## config.mk

```make
export PLATFORM = sky130hd
export DESIGN_NAME = fetch_controller
export DESIGN_NICKNAME = d
export VERILOG_FILES = /design/src/rtl/fetch_controller_pkg.sv /design/src/rtl/fetch_controller.sv
export SDC_FILE = /design/constraint.sdc
export NUM_CORES = 1
export LEC_CHECK = 0
export ABC_AREA = 1
export CAP_MARGIN = 15
export CORE_AREA = 3 3 115 117
export DETAILED_ROUTE_END_ITERATION = 8
export DIE_AREA = 0 0 118 120
export GPL_ROUTABILITY_DRIVEN = 1
export PLACE_DENSITY = 0.79
export SLEW_MARGIN = 10
export SYNTH_ARGS = -nofsm -noshare
export SYNTH_HDL_FRONTEND = slang
export SYNTH_SLANG_ARGS = --single-unit
```

## constraint.sdc

```tcl
create_clock -name clk -period 5 [get_ports clk]
set_input_delay 0.75 -clock clk [delete_from_list [all_inputs] [get_ports clk]]
set_output_delay 0.75 -clock clk [all_outputs]
set_load 0.1 [all_outputs]
```

## src/rtl/fetch_controller_pkg.sv

```systemverilog
// ---------------------------------------------------------------------------
// fetch_controller_pkg
//   Shared definitions for the instruction-fetch front end.
//   - fetch_state_t : FSM state encoding (FETCH, HOLD, DRAIN)
//   - NOP_INSTR     : encoding the IF/ID register loads on a flush
//   - pcAdvance     : helper that advances a PC by a step, wrapping silently
// ---------------------------------------------------------------------------
package fetch_controller_pkg;

  // FETCH : a request is on the bus and its data is delivered when it arrives
  // HOLD  : a fetched instruction is parked in the buffer while ID is stalled
  // DRAIN : a redirect arrived while a fetch was outstanding; its data is dropped
  typedef enum logic [1:0] {
    FETCH = 2'd0,
    HOLD  = 2'd1,
    DRAIN = 2'd2
  } fetch_state_t;

  localparam logic [31:0] NOP_INSTR = 32'hF000_0000;

  // Overflow past the top of the address space is intentionally discarded.
  function automatic logic [31:0] pcAdvance(input logic [31:0] pc, input logic [31:0] step);
    return pc + step;
  endfunction

endpackage

```

## src/rtl/fetch_controller.sv

```systemverilog
// ---------------------------------------------------------------------------
// fetch_controller
//   Owns the program counter, drives the instruction-memory request
//   handshake and produces pc / instruction / freeze / flush for the IF/ID
//   pipeline register. Redirect sources are resolved with a fixed priority:
//   branch redirect, then hazard stall, then memory wait.
//
// Ports
//   clk            in   rising-edge clock
//   rst            in   asynchronous reset, active-high
//   i_hazard       in   hazard stall request (hold ID contents)
//   i_branch_taken in   redirect request from EX (one-cycle pulse)
//   i_branch_addr  in   redirect target, valid with i_branch_taken
//   i_imem_rdy     in   memory returns i_imem_rdata this cycle
//   i_imem_rdata   in   fetched instruction
//   o_imem_req     out  fetch request active
//   o_imem_addr    out  fetch address, stable while request waits
//   o_if_pc        out  pc + PC_STEP of the delivered instruction
//   o_if_instr     out  delivered instruction
//   o_if_freeze    out  IF/ID register hold
//   o_if_flush     out  IF/ID register loads NOP (only when not frozen)
// ---------------------------------------------------------------------------
module fetch_controller
  import fetch_controller_pkg::*;
#(
  parameter int                ADDR_W   = 32,
  parameter int                DATA_W   = 32,
  parameter logic [ADDR_W-1:0] RESET_PC = '0,
  parameter int                PC_STEP  = 4
) (
  input  logic              clk,
  input  logic              rst,
  input  logic              i_hazard,
  input  logic              i_branch_taken,
  input  logic [ADDR_W-1:0] i_branch_addr,
  input  logic              i_imem_rdy,
  input  logic [DATA_W-1:0] i_imem_rdata,
  output logic              o_imem_req,
  output logic [ADDR_W-1:0] o_imem_addr,
  output logic [ADDR_W-1:0] o_if_pc,
  output logic [DATA_W-1:0] o_if_instr,
  output logic              o_if_freeze,
  output logic              o_if_flush
);

  localparam logic [ADDR_W-1:0] STEP = ADDR_W'(PC_STEP);

  fetch_state_t      r_state;
  logic [ADDR_W-1:0] r_pc;
  logic [DATA_W-1:0] r_buf;
  logic [ADDR_W-1:0] r_target;

  logic [ADDR_W-1:0] w_pcInc;
  logic [ADDR_W-1:0] w_resetPcInc;

  assign w_pcInc      = r_pc + STEP;
  assign w_resetPcInc = RESET_PC + STEP;

  // Output decode. Everything here is consumed by the IF/ID register on the
  // same edge that updates our own state, so it must be combinational.
  // A branch always wins: it flushes and unfreezes regardless of hazard or
  // memory wait. While reset is held the outputs are forced to the boot fetch
  // so the first request is already on the bus when reset releases.
  always_comb begin
    o_imem_req  = 1'b1;
    o_imem_addr = r_pc;
    o_if_pc     = w_pcInc;
    o_if_instr  = i_imem_rdata;
    o_if_freeze = 1'b0;
    o_if_flush  = 1'b0;

    case (r_state)
      FETCH: begin
        if (i_branch_taken) begin
          o_if_flush = 1'b1;
        end else if (!i_imem_rdy || i_hazard) begin
          o_if_freeze = 1'b1;
        end
      end
      HOLD: begin
        o_imem_req = 1'b0;
        o_if_instr = r_buf;
        if (i_branch_taken) begin
          o_if_flush = 1'b1;
        end else if (i_hazard) begin
          o_if_freeze = 1'b1;
        end
      end
      DRAIN: begin
        // The IF/ID register already holds the NOP from the original flush;
        // only a fresh redirect needs to flush again.
        if (i_branch_taken) begin
          o_if_flush = 1'b1;
        end else begin
          o_if_freeze = 1'b1;
        end
      end
      default: begin
        o_if_freeze = 1'b1;
      end
    endcase

    if (rst) begin
      o_imem_req  = 1'b1;
      o_imem_addr = RESET_PC;
      o_if_pc     = w_resetPcInc;
      o_if_instr  = i_imem_rdata;
      o_if_freeze = ~i_imem_rdy;
      o_if_flush  = 1'b0;
    end
  end

  // State and datapath update. The PC only moves when an instruction is
  // actually handed to ID or a redirect is taken, which keeps o_imem_addr
  // stable for the whole life of an outstanding request. A redirect that
  // lands while a fetch is outstanding parks its target until the memory
  // answers, so the stale response is swallowed rather than delivered.
  always_ff @(posedge clk or posedge rst) begin
    if (rst) begin
      r_state  <= FETCH;
      r_pc     <= RESET_PC;
      r_buf    <= '0;
      r_target <= '0;
    end else begin
      case (r_state)
        FETCH: begin
          if (i_branch_taken) begin
            if (i_imem_rdy) begin
              r_pc <= i_branch_addr;
            end else begin
              r_target <= i_branch_addr;
              r_state  <= DRAIN;
            end
          end else if (i_imem_rdy) begin
            if (i_hazard) begin
              r_buf   <= i_imem_rdata;
              r_state <= HOLD;
            end else begin
              r_pc <= w_pcInc;
            end
          end
        end
        HOLD: begin
          if (i_branch_taken) begin
            r_pc    <= i_branch_addr;
            r_state <= FETCH;
          end else if (!i_hazard) begin
            r_pc    <= w_pcInc;
            r_state <= FETCH;
          end
        end
        DRAIN: begin
          if (i_branch_taken) begin
            r_target <= i_branch_addr;
          end
          if (i_imem_rdy) begin
            r_pc    <= i_branch_taken ? i_branch_addr : r_target;
            r_state <= FETCH;
          end
        end
        default: begin
          r_state <= FETCH;
        end
      endcase
    end
  end

endmodule

```

==> results.py, run 1 <==
metrics = {
    "outcome": {
        "status": "complete, no violations",
    },
    "route": {
        "drc": 0,
        "vias_per_cell": 4.96,
        "wirelength_mm": 16.0,
        "drt-wirelength-per-cell_um": 13.8,
        "first_pass_iters": 5,
        "ant_nets": 0,
        "drt_iter0_markers": 435,
        "vias": 5757,
    },
    "clocking": {
        "clk_latency_ns": 0.34,
        "cts_resized": 0,
        "cts-root-buf": "clkbuf_16",
        "numCtsBuffers": 9,
        "cts.clk_slew.worst_paths_ns": 0.07,
        "tritoncts": "built",
        "cts-htree-levels": 3,
        "cts_hold_buffers": 0,
        "clock_sinks": 98,
        "clockBufferDepth": 2,
        "cts_setup_buffers": 0,
    },
    "placed_design": {
        "placed_cell_area_sq_um": 7960,
        "gp_congestion": 0.890,
        "dpl.hpwl_mm": 11.9,
        "numPlacedInstances": 1143,
        "io_buffers": 167,
    },
    "sta": {
        "min_period_ns": 3.82,
        "slew_violations": 0,
        "setup_viol": 0,
        "slew_headroom_pct": 34.5,
        "fmax_mhz": 262,
        "rsz0062_at_grt": "false",
        "hold_ws_ns": 0.486,
        "worstMarginPinSlew_ns": 0.980,
        "fin_skew_ns": 0.00708,
        "fin_crit_sh_pct": 76.5,
        "hold_viol": 0,
    },
    "pwr": {
        "internal-power_w": 0.00215,
        "p_comb_share_pct": 55.9,
        "switching_share_pct": 52.1,
        "p_leak_nw": 4.00,
        "p_total_w": 0.00448,
        "clock_power_share_pct": 15.8,
        "switchingPower_w": 0.00233,
        "seqPwrFrac_pct": 28.3,
        "power.density_nw_per_um2": 541,
        "ir_drop_uv": 190,
    },
    "layout": {
        "stdcell_area_sq_um": 8280,
        "final_cells": 1160,
        "num_antenna_cells": 0,
        "fillCellCount": 1070,
        "syn_to_final_growth_pct": 41.9,
        "drive_above_1_share_pct": 11.4,
        "nets": 1053,
    },
    "floorplanning": {
        "rows": 41,
        "die-area_sq_um": 14200,
        "start_util_pct": 46.8,
        "ioPinCount": 168,
        "die_h_um": 120,
        "die_w_um": 118,
        "coreArea_sq_um": 12500,
    },
    "worst_setup_path": {
        "arrival_ns": 3.07,
        "crit_type": "flop to primary output",
        "cp_max_fo": 4,
        "worst_ep_required_time_ns": 4.25,
        "start_kind": "flop",
        "endpoint_kind": "primary output",
    },
    "min_path": {
        "min_path_type": "flop to flop",
    },
    "global_route": {
        "grt_use_met2_pct": 36.4,
        "met1_usage_pct": 29.8,
        "grt_pass1_vias": 5473,
        "met3_usage_pct": 8.77,
        "grt_max_degree": 66,
        "grt_pass1_wl_mm": 26.7,
        "grt_use_total_pct": 23.2,
        "antenna_found_initial": 0,
        "grt-busiest-layer": "met2",
        "grt-ovfl-total": 0,
    },
    "run": {
        "max-cap-violations": 0,
    },
    "yosys": {
        "ys_types": 31,
        "ys_ff_latch": 98,
        "ys_warn_count": 0,
        "syn-mean-instance-area_sq_um": 6.95,
        "ys_seq_area_share_pct": 42.0,
        "syn_nets": 909,
        "synth_area_sq_um": 5830,
        "syn-instance-count": 839,
    },
}
-- area by class of cell --
type	count	area [sq um]	share of cell area, %
Timing Repair Buffer	176	2080	25.1
Tap cell	172	215	2.60
Clock inverter	5	52.6	0.635
Sequential cell	98	2450	29.6
Clock buffer	11	253	3.05
Multi-Input combinational cell	582	2790	33.7
Inverter	116	439	5.30
-- Yosys cell counts --
master / number / area share (%)
a211oi_1: 2 / 0.26
a21oi_1: 96 / 8.2
a22oi_1: 3 / 0.39
a31oi_1: 7 / 0.75
a32oi_1: 2 / 0.30
and2_1: 4 / 0.43
buf_2: 16 / 1.4
buf_4: 8 / 1.0
buf_6: 2 / 0.39
clkbuf_1: 17 / 1.1
dfrtp_1: 98 / 42
ha_1: 1 / 0.21
inv_1: 110 / 7.1
inv_2: 6 / 0.39
mux2_2: 13 / 2.5
nand2_1: 183 / 12
nand2_2: 3 / 0.32
nand2_4: 1 / 0.19
nand3_1: 18 / 1.5
nor2_1: 148 / 9.5
nor2_2: 6 / 0.64
nor2_4: 2 / 0.39
nor4_1: 1 / 0.11
o211ai_2: 1 / 0.21
o21ai_0: 58 / 5.0
o21ai_1: 16 / 1.4
o21ai_2: 1 / 0.15
o22ai_1: 1 / 0.11
o31ai_1: 1 / 0.13
xnor2_1: 1 / 0.15
xor2_1: 13 / 2.0
-- final timing paths --
path | from | endpoint | slack, ns | depth (start not counted)
hold / removal | r_buf[7]$_DFFE_PP0P_ | r_buf[7]$_DFFE_PP0P_ | 0.49 | 2
min in group asynchronous | rst | r_pc[1]$_DFFE_PP0P_ | 0.99 | 3
hold reg to reg | r_buf[7]$_DFFE_PP0P_ | r_buf[7]$_DFFE_PP0P_ | 0.49 | 2
setup / recovery | r_pc[3]$_DFFE_PP0P_ | o_if_pc[16] | 1.18 | 9
max in group asynchronous | rst | r_pc[26]$_DFFE_PP0P_ | 2.92 | 4
setup reg to reg | r_state[1]$_DFFE_PP0P_ | r_pc[22]$_DFFE_PP0P_ | 2.87 | 8
-- power groups by stage --
| stage | clock network, W | registers, W | logic, W |
|---|---|---|---|
| 6_report | 0.000707 | 0.00127 | 0.00250 |
| 5_1_grt | 0.000749 | 0.00130 | 0.00269 |
| 4_1_cts | 0.000724 | 0.00126 | 0.00250 |
| 3_5_place_dp | 0 | 0.00127 | 0.00250 |
| 3_3_place_gp | 0 | 0.00126 | 0.00248 |
| 2_1_floorplan | 0 | 0.00122 | 0.00193 |
-- cells in the final DEF (no fill, tap or decap), types with 2 or more instances in the layout --
master | netlist | final
nor2_4 | 2 | 2
a21oi_2 | 0 | 13
nor2_2 | 6 | 7
buf_12 | 0 | 35
nand2_1 | 183 | 183
inv_1 | 110 | 109
nand2_2 | 3 | 3
xor2_1 | 13 | 13
nand3_1 | 18 | 16
o21ai_0 | 58 | 39
nand3_2 | 0 | 2
a31oi_1 | 7 | 7
clkinv_2 | 0 | 3
buf_4 | 8 | 11
a21oi_1 | 96 | 83
nor2_1 | 148 | 147
a32oi_1 | 2 | 2
inv_2 | 6 | 6
clkinvlp_4 | 0 | 2
clkbuf_16 | 0 | 9
and2_1 | 4 | 4
mux2_2 | 13 | 13
clkbuf_8 | 0 | 2
dfrtp_1 | 98 | 98
o21ai_1 | 16 | 35
clkdlybuf4s50_1 | 0 | 129
a211oi_1 | 2 | 2
a22oi_1 | 3 | 3
-- stage by stage --
| stage | worst slack (ns) | TNS, ns | utilization [%] |
|---|---|---|---|
| 2_1_floorplan | -0.00594 | -0.00594 | - |
| 4_1_cts | 1.16 | 0 | 66.3 |
| 5_1_grt | 0.958 | 0 | 66.4 |
| 6_report | 1.18 | 0 | 66.4 |
| 3_3_place_gp | 1.47 | 0 | 63.8 |
| 3_5_place_dp | 1.46 | 0 | 63.8 |
-- flip-flops by register name (all words and copies together) (netlist names) --
| name | count |
|---|---|
| r_buf | 32 |
| r_target | 32 |
| r_state | 2 |
| r_pc | 32 |
-- metal layers --
metal	share of wire (%)	up-vias	routed length, um
met5	0	-	0
met4	1.7	0	279
met3	11	23	1800
met2	45	233	7160
met1	42	2588	6720
li1	-	2913	-
-- cells by family after synthesis --
kind of cell               share of synthesized area, %
DFF                                                42.0
adders and majority gates                         0.214
AOI/OAI and AO/OA                                  16.9
buffers and inverters                              11.3
muxes                                              2.51
and+or+nand+nor                                    24.9
xor gates and xnor gates                           2.10
-- worst max-delay path, cell delays in order, from the launching register on --
cell	delay (ns)
dfrtp_1	0.39
ha_1	0.22
nand2_1	0.08
nor2_2	0.17
nand2_1	0.15
nor2_1	0.15
xor2_1	0.29
inv_1	0.07
nor2_1	0.09
clkdlybuf4s50_1	1.14
Power figures use the tool's default switching activity.
==> run 2, diff against run 1 <==
- clock period: 5 -> 3.9 ns (I/O delays scaled with it)
==> results.py, run 2 (same netlist as run 1, synthesis figures left out) <==
metrics = {
    "worst_setup_path": {
        "crit_start": "r_state[1]$_DFFE_PP0P_",
        "worst_ep_required_time_ns": 3.31,
        "cp_max_fo": 47,
        "timing.rr.start": "r_state[1]$_DFFE_PP0P_",
        "endpoint_kind": "primary output",
        "arrival_ns": 2.28,
        "start_kind": "flop",
        "crit_type": "flop to primary output",
    },
    "clocking": {
        "cts.clk_slew.worst_paths_ns": 0.07,
        "clockBufferDepth": 2,
        "cts_hold_buffers": 0,
        "cts_resized": 0,
        "cts-htree-levels": 3,
        "cts_setup_buffers": 0,
        "numCtsBuffers": 9,
        "cts-root-buf": "clkbuf_16",
        "tritoncts": "built",
        "clock_sinks": 98,
        "clk_latency_ns": 0.34,
    },
    "route": {
        "first_pass_iters": 5,
        "drt-wirelength-per-cell_um": 14.3,
        "drt_iter0_markers": 401,
        "ant_nets": 0,
        "vias": 5805,
        "vias_per_cell": 5.01,
        "wirelength_mm": 16.6,
        "drc": 0,
    },
    "min_path": {
        "min_path_type": "input pin to asynchronous set/reset pin",
    },
    "sta": {
        "min_period_ns": 2.87,
        "hold_ws_ns": 0.384,
        "slew_headroom_pct": 35.9,
        "fin_crit_sh_pct": 73.5,
        "fmax_mhz": 349,
        "slew_violations": 0,
        "setup_viol": 0,
        "worstMarginPinSlew_ns": 0.959,
        "timing.setup.tns_ns": 0,
        "fin_skew_ns": 0.00533,
        "hold_viol": 0,
        "rsz0062_at_grt": "false",
    },
    "floorplanning": {
        "ioPinCount": 168,
        "die_w_um": 118,
        "die_h_um": 120,
        "die-area_sq_um": 14200,
        "coreArea_sq_um": 12500,
        "start_util_pct": 46.8,
        "rows": 41,
    },
    "global_route": {
        "grt_pass1_vias": 5573,
        "grt_max_degree": 75,
        "grt_pass1_wl_mm": 27.4,
        "antenna_found_initial": 0,
        "grt_use_total_pct": 23.8,
        "grt-ovfl-total": 0,
    },
    "layout": {
        "drive_above_1_share_pct": 19.7,
        "num_antenna_cells": 0,
        "final_common_cell": "nand2_1",
        "largestRegisters": "r_buf: 32 flops, r_pc: 32 flops, r_target: 32 flops",
        "fillCellCount": 1053,
        "syn_to_final_growth_pct": 44.0,
        "mostFrequentLayoutCells": "nand2_1 (183), nor2_1 (145), inv_1 (109), dfrtp_1 (98), a21oi_1 (82)",
        "nets": 1053,
    },
    "pwr": {
        "p_leak_nw": 4.13,
        "ir_drop_uv": 258,
        "p_total_w": 0.00582,
        "power.density_nw_per_um2": 693,
    },
    "run": {
        "max-cap-violations": 0,
    },
    "placed_design": {
        "io_buffers": 167,
        "gp_congestion": 0.948,
        "dpl.hpwl_mm": 12.5,
    },
    "outcome": {
        "status": "complete, no violations",
    },
}
## run 2: changes by cell type in the layout (fill, tap and decap cells not counted), sizes merged
cell / before / now
clkinvlp: 2 / 3
bufinv: 1 / 2
clkbuf: 11 / 10
buf: 47 / 108
clkdlybuf4s50: 129 / 68
clkinv: 3 / 1
## run 2: path summary, 6_finish.rpt
path                                         end  slack, ns  cells past startpoint
hold / removal              r_pc[17]$_DFFE_PP0P_       0.38                      3
setup reg to reg           r_buf[20]$_DFFE_PP0P_       1.67                      7
min in group clk            r_buf[3]$_DFFE_PP0P_       0.49                      2
setup / recovery                   o_if_instr[3]       1.03                      6
max in group asynchronous   r_buf[3]$_DFFE_PP0P_       2.23                      4
hold reg to reg             r_buf[3]$_DFFE_PP0P_       0.49                      2
## run 2: cell type report
type                       count  area, sq um  area share [%]
timing repair buffer         176         1940            23.1
multi-input combinational    582         3050            36.3
clock inverter                 5         80.1           0.953
inverter                     116          439            5.23
clock buffer                  10          229            2.73
tap                          172          215            2.56
sequential                    98         2450            29.2
## run 2: worst max-delay path, stage by stage, from the launching register on
cell and delay, ns:
dfrtp_1 0.47, inv_2 0.18, nand3_4 0.40, buf_12 0.38, nor2_1 0.23, a21oi_4 0.06, buf_12 0.17
## run 2: metrics by stage
step                      cell area, sq um  utilization, %  instances  setup slack [ns]
final                                 8400            67.4       1159              1.03
after global routing                  8400            67.4       1159             0.919
after CTS                             8400            67.4       1159              1.01
after detailed placement              8090            64.9       1144              1.09
after global placement                8090            64.9       1144              1.12
after floorplan                       6170               -        839           -0.0869
## run 2: power by group
| part | leakage [nW] | switching [W] | internal, W | total [W] |
|---|---|---|---|---|
| sequential | 1.14 | 0.000288 | 0.00136 | 0.00165 |
| clock | 0.145 | 0.000386 | 0.000558 | 0.000944 |
| combinational | 2.85 | 0.00240 | 0.000828 | 0.00323 |
| total | 4.13 | 0.00307 | 0.00275 | 0.00582 |
## run 2: per-layer routing
| metal | vias up | track usage (%) | share of wire [%] |
|---|---|---|---|
| li1 | 2911 | - | - |
| met1 | 2638 | 30.2 | 41 |
| met2 | 235 | 37.7 | 45 |
| met3 | 21 | 9.28 | 12 |
| met4 | 0 | 7.47 | 2.0 |
| met5 | - | 0 | 0 |
